--- src/rtl/sqrt_pipe_pkg.sv ---
// sqrt_pipe_pkg: width and latency helpers shared by the
// pipelined square-root unit and its recurrence step.
package sqrt_pipe_pkg;

  function automatic int res_w(input int width, input int out_fw);
    return width / 2 + out_fw;
  endfunction

  function automatic int rem_w(input int width, input int out_fw);
    return res_w(width, out_fw) + 2;
  endfunction

  function automatic int lat(input int width, input int out_fw,
                             input int bps);
    return res_w(width, out_fw) / bps;
  endfunction

endpackage

--- src/rtl/sqrt_rec_step.sv ---
// sqrt_rec_step: one restoring digit-recurrence step,
// consuming one radicand bit pair and producing one root bit.
module sqrt_rec_step #(
  parameter int R  = 14,
  parameter int RW = R + 2
) (
  input  logic [R-1:0]  i_q,
  input  logic [RW-1:0] i_r,
  input  logic [1:0]    i_pair,
  output logic [R-1:0]  o_q,
  output logic [RW-1:0] o_r
);

  logic [RW-1:0] w_rs;
  logic [RW-1:0] w_t;
  logic          w_ge;

  // remainder never needs more than RW bits, so the top pair drops
  assign w_rs = RW'({i_r, i_pair});
  assign w_t  = {i_q, 2'b01};
  assign w_ge = (w_rs >= w_t);
  assign o_r  = w_ge ? (w_rs - w_t) : w_rs;
  assign o_q  = R'({i_q, w_ge});

endmodule

--- src/rtl/sqrt_pipe_hs.sv ---
// sqrt_pipe_hs: pipelined restoring sqrt with valid/ready, tag and
// exact flag. Define SQRT_PIPE_ROUND_EN for round-to-nearest output.
module sqrt_pipe_hs
  import sqrt_pipe_pkg::*;
#(
  parameter int WIDTH          = 16,
  parameter int OUT_FW         = 6,
  parameter int BITS_PER_STAGE = 1,
  parameter int TAG_W          = 4,
  localparam int R = res_w(WIDTH, OUT_FW)
) (
  input  logic             clk,
  input  logic             rst_n,
  input  logic             in_valid,
  output logic             in_ready,
  input  logic [WIDTH-1:0] N,
  input  logic [TAG_W-1:0] in_tag,
  output logic             out_valid,
  input  logic             out_ready,
  output logic [R-1:0]     sqrt,
  output logic             out_exact,
  output logic [TAG_W-1:0] out_tag
);

  localparam int RW  = rem_w(WIDTH, OUT_FW);
  localparam int L   = lat(WIDTH, OUT_FW, BITS_PER_STAGE);
  localparam int XW  = 2 * R;
  localparam int BPS = BITS_PER_STAGE;

  if (WIDTH % 2 != 0) begin : g_err_width
    $error("sqrt_pipe_hs: WIDTH must be even");
  end
  if (R % BPS != 0) begin : g_err_bps
    $error("sqrt_pipe_hs: BITS_PER_STAGE must divide R");
  end

  typedef struct packed {
    logic             v;
    logic [R-1:0]     q;
    logic [RW-1:0]    r;
    logic [XW-1:0]    x;
    logic [TAG_W-1:0] tag;
  } stage_t;

  stage_t        r_st  [L];
  stage_t        w_nxt [L];
  logic          w_adv;
  logic [XW-1:0] w_x0;

  // one global advance: a stalled output freezes the whole pipe
  assign w_adv    = !r_st[L-1].v || out_ready;
  assign in_ready = w_adv;
  assign w_x0     = XW'(N) << (2 * OUT_FW);

  for (genvar s = 0; s < L; s++) begin : g_st
    stage_t        w_in;
    logic [R-1:0]  w_q [BPS+1];
    logic [RW-1:0] w_r [BPS+1];

    if (s == 0) begin : g_src
      assign w_in = '{v: in_valid, q: '0, r: '0,
                      x: w_x0, tag: in_tag};
    end else begin : g_src
      assign w_in = r_st[s-1];
    end

    assign w_q[0] = w_in.q;
    assign w_r[0] = w_in.r;

    for (genvar j = 0; j < BPS; j++) begin : g_sub
      sqrt_rec_step #(.R(R), .RW(RW)) u_step (
        .i_q    (w_q[j]),
        .i_r    (w_r[j]),
        .i_pair (w_in.x[XW-1-2*j -: 2]),
        .o_q    (w_q[j+1]),
        .o_r    (w_r[j+1])
      );
    end

    assign w_nxt[s] = '{v: w_in.v, q: w_q[BPS], r: w_r[BPS],
                        x: w_in.x << (2 * BPS), tag: w_in.tag};
  end

  always_ff @(posedge clk) begin
    if (!rst_n) begin
      for (int s = 0; s < L; s++) r_st[s] <= '0;
    end else if (w_adv) begin
      for (int s = 0; s < L; s++) r_st[s] <= w_nxt[s];
    end
  end

  assign out_valid = r_st[L-1].v;
  assign out_tag   = r_st[L-1].tag;
  assign out_exact = r_st[L-1].v && (r_st[L-1].r == '0);

`ifdef SQRT_PIPE_ROUND_EN
  logic w_up;
  // r > q means X lies above (q+0.5)^2; all-ones q saturates
  assign w_up = (r_st[L-1].r > RW'(r_st[L-1].q)) && !(&r_st[L-1].q);
  assign sqrt = r_st[L-1].q + R'(w_up);
`else
  assign sqrt = r_st[L-1].q;
`endif

endmodule
--- config.mk ---
export PLATFORM = sky130hd
export DESIGN_NAME = sqrt_pipe_hs
export DESIGN_NICKNAME = d
export VERILOG_FILES = /design/src/rtl/sqrt_pipe_pkg.sv /design/src/rtl/sqrt_rec_step.sv /design/src/rtl/sqrt_pipe_hs.sv
export SDC_FILE = /design/constraint.sdc
export NUM_CORES = 1
export LEC_CHECK = 0
export CELL_PAD_IN_SITES_DETAIL_PLACEMENT = 1
export CELL_PAD_IN_SITES_GLOBAL_PLACEMENT = 2
export CORE_UTILIZATION = 30
export CTS_CLUSTER_SIZE = 40
export DETAILED_ROUTE_END_ITERATION = 6
export HOLD_SLACK_MARGIN = 0.15
export PLACE_DENSITY = 0.67
export REMOVE_ABC_BUFFERS = 1
export SLEW_MARGIN = 40
export SYNTH_ARGS = -nofsm -noshare
export SYNTH_HDL_FRONTEND = slang
export SYNTH_SLANG_ARGS = --single-unit
--- constraint.sdc ---
create_clock -name clk -period 10.4 [get_ports clk]
set_input_delay 2.08 -clock clk [delete_from_list [all_inputs] [get_ports clk]]
set_output_delay 2.08 -clock clk [all_outputs]
set_load 0.02 [all_outputs]
==> flow_metrics.py, run 1 <==
metrics = {
    "logic_synthesis": {
        "synth_xor_xnor_area_share_pct": 3.70,
        "syn_inst": 1931,
        "ys_types": 85,
        "synth_area_leaders": "edfxtp_1 (56%), ha_1 (6.2%), nor2_1 (4.7%)",
        "synth.avg_cell_area_um2": 11.3,
        "yosys_warnings": 0,
        "synth_top_area_share_pct": 56.3,
        "synthFlopType": "edfxtp_1",
        "synth-seq-area-share_pct": 56.3,
        "synth.area.mux_share_pct": 2.39,
        "synthArstFlopShare_pct": 0,
        "synth_area_um2": 21800,
        "synth_edf_count": 409,
        "synth_area_leader_cell": "edfxtp_1",
        "synth-compound-area-share_pct": 10.3,
        "synth_top_family_by_area": "simple AND/OR/NAND/NOR gates",
        "synth-adder-area-share_pct": 6.75,
        "synth-simple-area-share_pct": 15.8,
        "synth_seq_cells": 409,
    },
    "final_layout": {
        "nFillCells": 7797,
        "largest_reg_flops": 409,
        "n_antenna_cell": 0,
        "nets": 2090,
        "reg_top3": "r_st (409)",
        "drive_gt1_share_pct": 6.62,
        "top_register": "r_st",
        "multiInputGateArea_um2": 8540,
        "area_growth_pct": 14.3,
        "register_area_um2": 12300,
    },
    "routing": {
        "dr_total_vias": 14300,
        "route.detailed.drc": 0,
        "drt-initial-drc-count": 774,
        "first_pass_iters": 4,
        "wl_per_cell_um": 16.8,
        "vias_per_cell": 4.86,
        "antenna_left": 0,
        "wirelength_mm": 49.4,
    },
    "timing": {
        "fin_ws_ns": 4.77,
        "tns_ns": 0,
        "post-route-period-util_pct": 54.1,
        "fin_crit_ns": 5.63,
        "setup_viol": 0,
        "slew_headroom_pct": 50.1,
        "worst_pin_slew_ns": 0.729,
        "hold_violations": 0,
        "fmaxAchievable_mhz": 178,
        "finalMaxSlewViolations": 0,
        "rsz0062_at_grt": "false",
        "fin_skew_ns": 0.0257,
    },
    "run": {
        "max_cap_viol_count": 0,
    },
    "floorplan": {
        "start_util_pct": 30.4,
        "fp-row-count": 98,
        "top_level_ports": 45,
        "core_um2": 71700,
        "die_y_um": 272,
        "die-area_um2": 73800,
        "fp.dieW_um": 272,
    },
    "global_route": {
        "grt_pass1_wl_mm": 80.6,
        "antenna_found_initial": 0,
        "grt_max_degree": 104,
        "gr-total-overflow": 0,
        "grt_pass1_vias": 15100,
        "grt_usage_pct": 13.4,
    },
    "clock_tree": {
        "clk_latency_ns": 0.60,
        "clkSinkCount": 409,
        "post_cts_resized": 0,
        "clock_path_buffers": 3,
        "htree_levels": 2,
        "cts_hold_buf": 0,
        "clockRootBuffer": "clkbuf_16",
        "cts_setup_buffers": 0,
        "clkTransAtPathRegs_ns": 0.06,
        "cts_buffers": 49,
        "tritoncts": "yes",
    },
    "place": {
        "gp_congestion": 0.793,
        "dp_hpwl_mm": 34.1,
        "pre_cts_slack_ns": 4.77,
        "io_buffers": 44,
    },
    "critical_path": {
        "critPathLaunchType": "input port",
        "crit_arrival_ns": 3.55,
        "cp_max_fo": 28,
        "cp.required_ns": 8.32,
        "critPathKind": "input port to output port",
        "cp_common_cell": "clkdlybuf4s50_1",
        "r2r_cells": 7,
        "slowest_delay_ns": 0.68,
        "worstPathCellList": "clkdlybuf4s50_1, nand2b_4, clkdlybuf4s50_1",
        "slowest_stage": "clkdlybuf4s50_1",
        "worst_setup_path_end_kind": "output port",
    },
    "power_and_ir_drop": {
        "leakage_nw": 10.3,
        "powerDensity_nw_per_um2": 272,
        "ir_drop_mv": 0.125,
    },
    "worst_hold_path": {
        "worstHoldPathCells": 1,
        "holdCritPathClass": "register to register",
    },
    "outcome": {
        "status": "complete, no violations",
    },
}
==> placed cells by master (no fill, tap or decap), types with 29 or more instances in the layout <==
cell,count
edfxtp_1,409
nor2_1,273
inv_1,152
and3_1,116
ha_1,108
a21oi_1,96
nand2_1,79
xnor2_1,63
o21ai_0,60
mux2i_1,51
clkbuf_16,49
clkdlybuf4s50_1,43
nand3_1,30
and2_1,29
xor2_1,29
==> critical path: cells and delay by family <==
family | cells | cell delay [ns]
and+or+nand+nor | 1 | 0.30
buffers and inverters | 2 | 1.15
==> metal layers <==
metal	share of wire, %	GRT usage, %	vias to the layer above
met2	48	22.8	126
li1	-	-	7041
met3	2.6	1.88	65
met4	2.1	3.68	0
met5	0	0	-
met1	47	17.7	7082
==> final timing paths <==
path / to / slack, ns / startpoint
setup reg to reg: r_st[1][39]$_SDFFCE_PN0P_ / 7.19 / r_st[1][365]$_SDFFCE_PN0P_
hold reg to reg: r_st[1][182]$_SDFFCE_PN0P_ / 0.53 / r_st[1][121]$_SDFFCE_PN0P_
setup / recovery: in_ready / 4.77 / out_ready
hold / removal: r_st[1][182]$_SDFFCE_PN0P_ / 0.53 / r_st[1][121]$_SDFFCE_PN0P_
==> power breakdown <==
part           total, W  switching, W  internal, W
Combinational   0.00260       0.00148      0.00113
Clock           0.00181      0.000717      0.00109
Sequential      0.00237      0.000188      0.00219
==> final cells by class <==
class | count | area share [%]
clock buffers | 53 | 4.98
clock inverters | 39 | 1.86
inverters | 153 | 2.30
multi-input cells | 1278 | 34.3
flip-flops and latches | 409 | 49.3
well taps | 950 | 4.77
repair buffers | 61 | 2.53
==> Yosys cell counts, drive strengths merged (5+ instances only) <==
| cell type | instances |
|---|---|
| edfxtp | 409 |
| nor2 | 274 |
| inv | 153 |
| and3 | 116 |
| ha | 108 |
| a21oi | 98 |
| nand2 | 80 |
| xnor2 | 63 |
| o21ai | 62 |
| clkbuf | 55 |
| mux2i | 51 |
| buf | 36 |
| and2 | 30 |
| nand3 | 30 |
| xor2 | 29 |
| nor3 | 28 |
| o21a | 28 |
| a211oi | 25 |
| nand2b | 23 |
| nor4 | 21 |
| nor2b | 19 |
| a21o | 18 |
| or3 | 18 |
| or4 | 11 |
| a2111oi | 10 |
| o211ai | 9 |
| a31oi | 8 |
| o31a | 8 |
| o31ai | 7 |
| or2 | 7 |
| fa | 6 |
| nand3b | 6 |
| o21bai | 6 |
| o22ai | 6 |
| a211o | 5 |
| nor4b | 5 |
| o211a | 5 |
==> cell families (layout without fill, tap and decap cells) <==
group                    count (synthesis)  in the layout
flip-flops                             409            409
XOR/XNOR                                92             92
adder cells (fa/ha/maj)                114            114
multiplexers                            52             52
other                                    1              1
AO/OA/AOI/OAI                          335            335
buffers and inverters                  244            306
AND/OR/NAND/NOR                        684            684
==> metrics by stage <==
step	hold slack, ns	std cells	power (W)	util (%)	cell area [µm²]
after global routing	0.544	2943	0.00727	34.7	24900
after CTS	0.530	2943	0.00687	34.7	24900
after global placement	0.507	2848	0.00495	32.2	23100
final	0.525	2943	0.00679	34.7	24900
after floorplan	0.503	1840	0.00434	-	21400
after detailed placement	0.513	2851	0.00502	32.3	23200
(Power assumes the default switching activity.)
==> run 2, diff against run 1 <==
--- a/config.mk
+++ b/config.mk
@@ -11,7 +11,7 @@
 export CTS_CLUSTER_SIZE = 40
 export DETAILED_ROUTE_END_ITERATION = 6
 export HOLD_SLACK_MARGIN = 0.15
-export PLACE_DENSITY = 0.67
+export PLACE_DENSITY = 0.7
 export REMOVE_ABC_BUFFERS = 1
 export SLEW_MARGIN = 40
 export SYNTH_ARGS = -nofsm -noshare
==> constraint.sdc (replaced) <==
create_clock -name clk -period 4.7 [get_ports clk]
set_input_delay 0.94 -clock clk [delete_from_list [all_inputs] [get_ports clk]]
set_output_delay 0.94 -clock clk [all_outputs]
set_load 0.02 [all_outputs]
==> flow_metrics.py, run 2 (synthesis gave the netlist of run 1 again) <==
metrics = {
    "floorplan": {
        "core_um2": 71700,
        "die-area_um2": 73800,
        "fp-row-count": 98,
        "top_level_ports": 45,
        "die_y_um": 272,
        "start_util_pct": 30.4,
        "fp.dieW_um": 272,
    },
    "global_route": {
        "grt_pass1_vias": 15100,
        "antenna_found_initial": 1,
        "grt_pass1_wl_mm": 80.3,
        "grt_max_degree": 97,
        "gr-total-overflow": 0,
        "grt_usage_pct": 13.4,
    },
    "power_and_ir_drop": {
        "ir_drop_mv": 0.276,
        "p_int_w": 0.00943,
        "powerDensity_nw_per_um2": 593,
        "fin_total_pwr_w": 0.0147,
        "power.switching_w": 0.00524,
        "p_sw_share_pct": 35.7,
        "pwr-share-seq_pct": 35.7,
        "clockPowerShare_pct": 24.4,
        "power_frac_comb_pct": 39.9,
        "leakage_nw": 10.2,
    },
    "timing": {
        "finalMaxSlewViolations": 0,
        "fin_crit_ns": 3.38,
        "post-route-period-util_pct": 71.9,
        "rsz0062_at_grt": "false",
        "fin_skew_ns": 0.0240,
        "tns_ns": 0,
        "setup_viol": 0,
        "fmaxAchievable_mhz": 296,
        "hold_violations": 0,
        "fin_ws_ns": 1.32,
        "worst_pin_slew_ns": 0.787,
        "slew_headroom_pct": 47.1,
    },
    "place": {
        "pre_cts_slack_ns": 1.07,
        "dp_hpwl_mm": 34.9,
        "io_buffers": 44,
        "gp_congestion": 0.808,
    },
    "outcome": {
        "status": "complete, no violations",
    },
    "critical_path": {
        "slowest_stage": "clkdlybuf4s50_1",
        "cp_max_fo": 32,
        "critPathKind": "input port to output port",
        "cp_common_cell": "clkdlybuf4s50_1",
        "worst_setup_path_end_kind": "output port",
        "critPathLaunchType": "input port",
        "slowest_delay_ns": 0.68,
        "cpLargestDelayFamily": "buffers and inverters",
        "crit_arrival_ns": 2.44,
        "worst-path-buf-inv": 2,
        "worstPathCellList": "clkdlybuf4s50_1, nand2b_4, clkdlybuf4s50_1",
        "cp.required_ns": 3.76,
    },
    "final_layout": {
        "top_register": "r_st",
        "largest_reg_flops": 409,
        "drive_gt1_share_pct": 6.18,
        "final_common_cell": "edfxtp_1",
        "postLayoutCoreUtil_pct": 34.5,
        "nFillCells": 7830,
        "n_antenna_cell": 0,
        "area_growth_pct": 13.5,
        "nets": 2092,
        "register_area_um2": 12300,
        "reg_top3": "r_st (409)",
        "final_cell_mix": "edfxtp_1 (409), nor2_1 (274), inv_1 (152)",
        "multiInputGateArea_um2": 8540,
    },
    "routing": {
        "drt-initial-drc-count": 792,
        "route.detailed.drc": 0,
        "wirelength_mm": 49.2,
        "first_pass_iters": 4,
        "dr_total_vias": 14300,
        "vias_per_cell": 4.85,
        "antenna_left": 0,
        "wl_per_cell_um": 16.7,
    },
    "clock_tree": {
        "tritoncts": "yes",
        "htree_levels": 2,
        "cts_setup_buffers": 0,
        "clkTransAtPathRegs_ns": 0.06,
        "clock_path_buffers": 3,
        "cts_buffers": 46,
        "post_cts_resized": 0,
        "clk_latency_ns": 0.59,
        "cts_hold_buf": 0,
        "clockRootBuffer": "clkbuf_16",
        "clkSinkCount": 409,
    },
    "run": {
        "max_cap_viol_count": 0,
    },
    "worst_hold_path": {
        "holdCritPathClass": "register to register",
    },
}
## run 2: worst paths after layout
kind / from / end / slack [ns] / cells past startpoint
worst max-delay path: out_ready / in_ready / 1.32 / 3
worst min-delay path: r_st[1][247]$_SDFFCE_PN0P_ / r_st[1][308]$_SDFFCE_PN0P_ / 0.53 / 1
worst max register to register: r_st[1][168]$_SDFFCE_PN0P_ / r_st[1][221]$_SDFFCE_PN0P_ / 1.48 / 10
worst min register to register: r_st[1][247]$_SDFFCE_PN0P_ / r_st[1][308]$_SDFFCE_PN0P_ / 0.53 / 1
## run 2: area by class of cell
class | count | share of cell area, %
tap | 950 | 4.80
clock inverter | 26 | 1.19
clock buffer | 57 | 4.82
inverter | 153 | 2.32
sequential | 409 | 49.6
timing repair buffer | 66 | 2.76
multi-input combinational | 1278 | 34.5
## run 2: power by group through the flow
| stage | clock (W) | sequential [W] | combinational (W) |
|---|---|---|---|
| final | 0.00358 | 0.00524 | 0.00585 |
| after global routing | 0.00382 | 0.00531 | 0.00656 |
| after CTS | 0.00369 | 0.00525 | 0.00588 |
| after detailed placement | 0 | 0.00532 | 0.00583 |
| after global placement | 0 | 0.00530 | 0.00570 |
| after floorplan | 0 | 0.00517 | 0.00444 |
## run 2: per-layer routing
metal	routed length, µm	part of all wire, %	GRT usage, %	vias to the layer above
li1	-	-	-	7048
met1	21900	45	16.4	6977
met2	24700	50	24.1	149
met3	1350	2.7	2.02	78
met4	1180	2.4	4.24	0
met5	0	0	0	-
## run 2: worst reg2reg max path, cell delays in order, from the launching register on
cell and delay, ns:
edfxtp_1 0.37, inv_1 0.09, ha_1 0.19, inv_1 0.07, fa_1 0.46, nor2b_1 0.17
o31a_1 0.19, o31a_1 0.20, a221o_1 0.59, mux2i_1 0.53, nor2_1 0.08
## run 2: through the flow
stage	hold WS, ns	instance area [µm²]	instances
detailed placement	0.514	23200	2856
finish	0.527	24800	2939
CTS	0.532	24700	2939
global placement	0.511	23200	2856
global route	0.555	24800	2939
floorplan	0.503	21400	1840
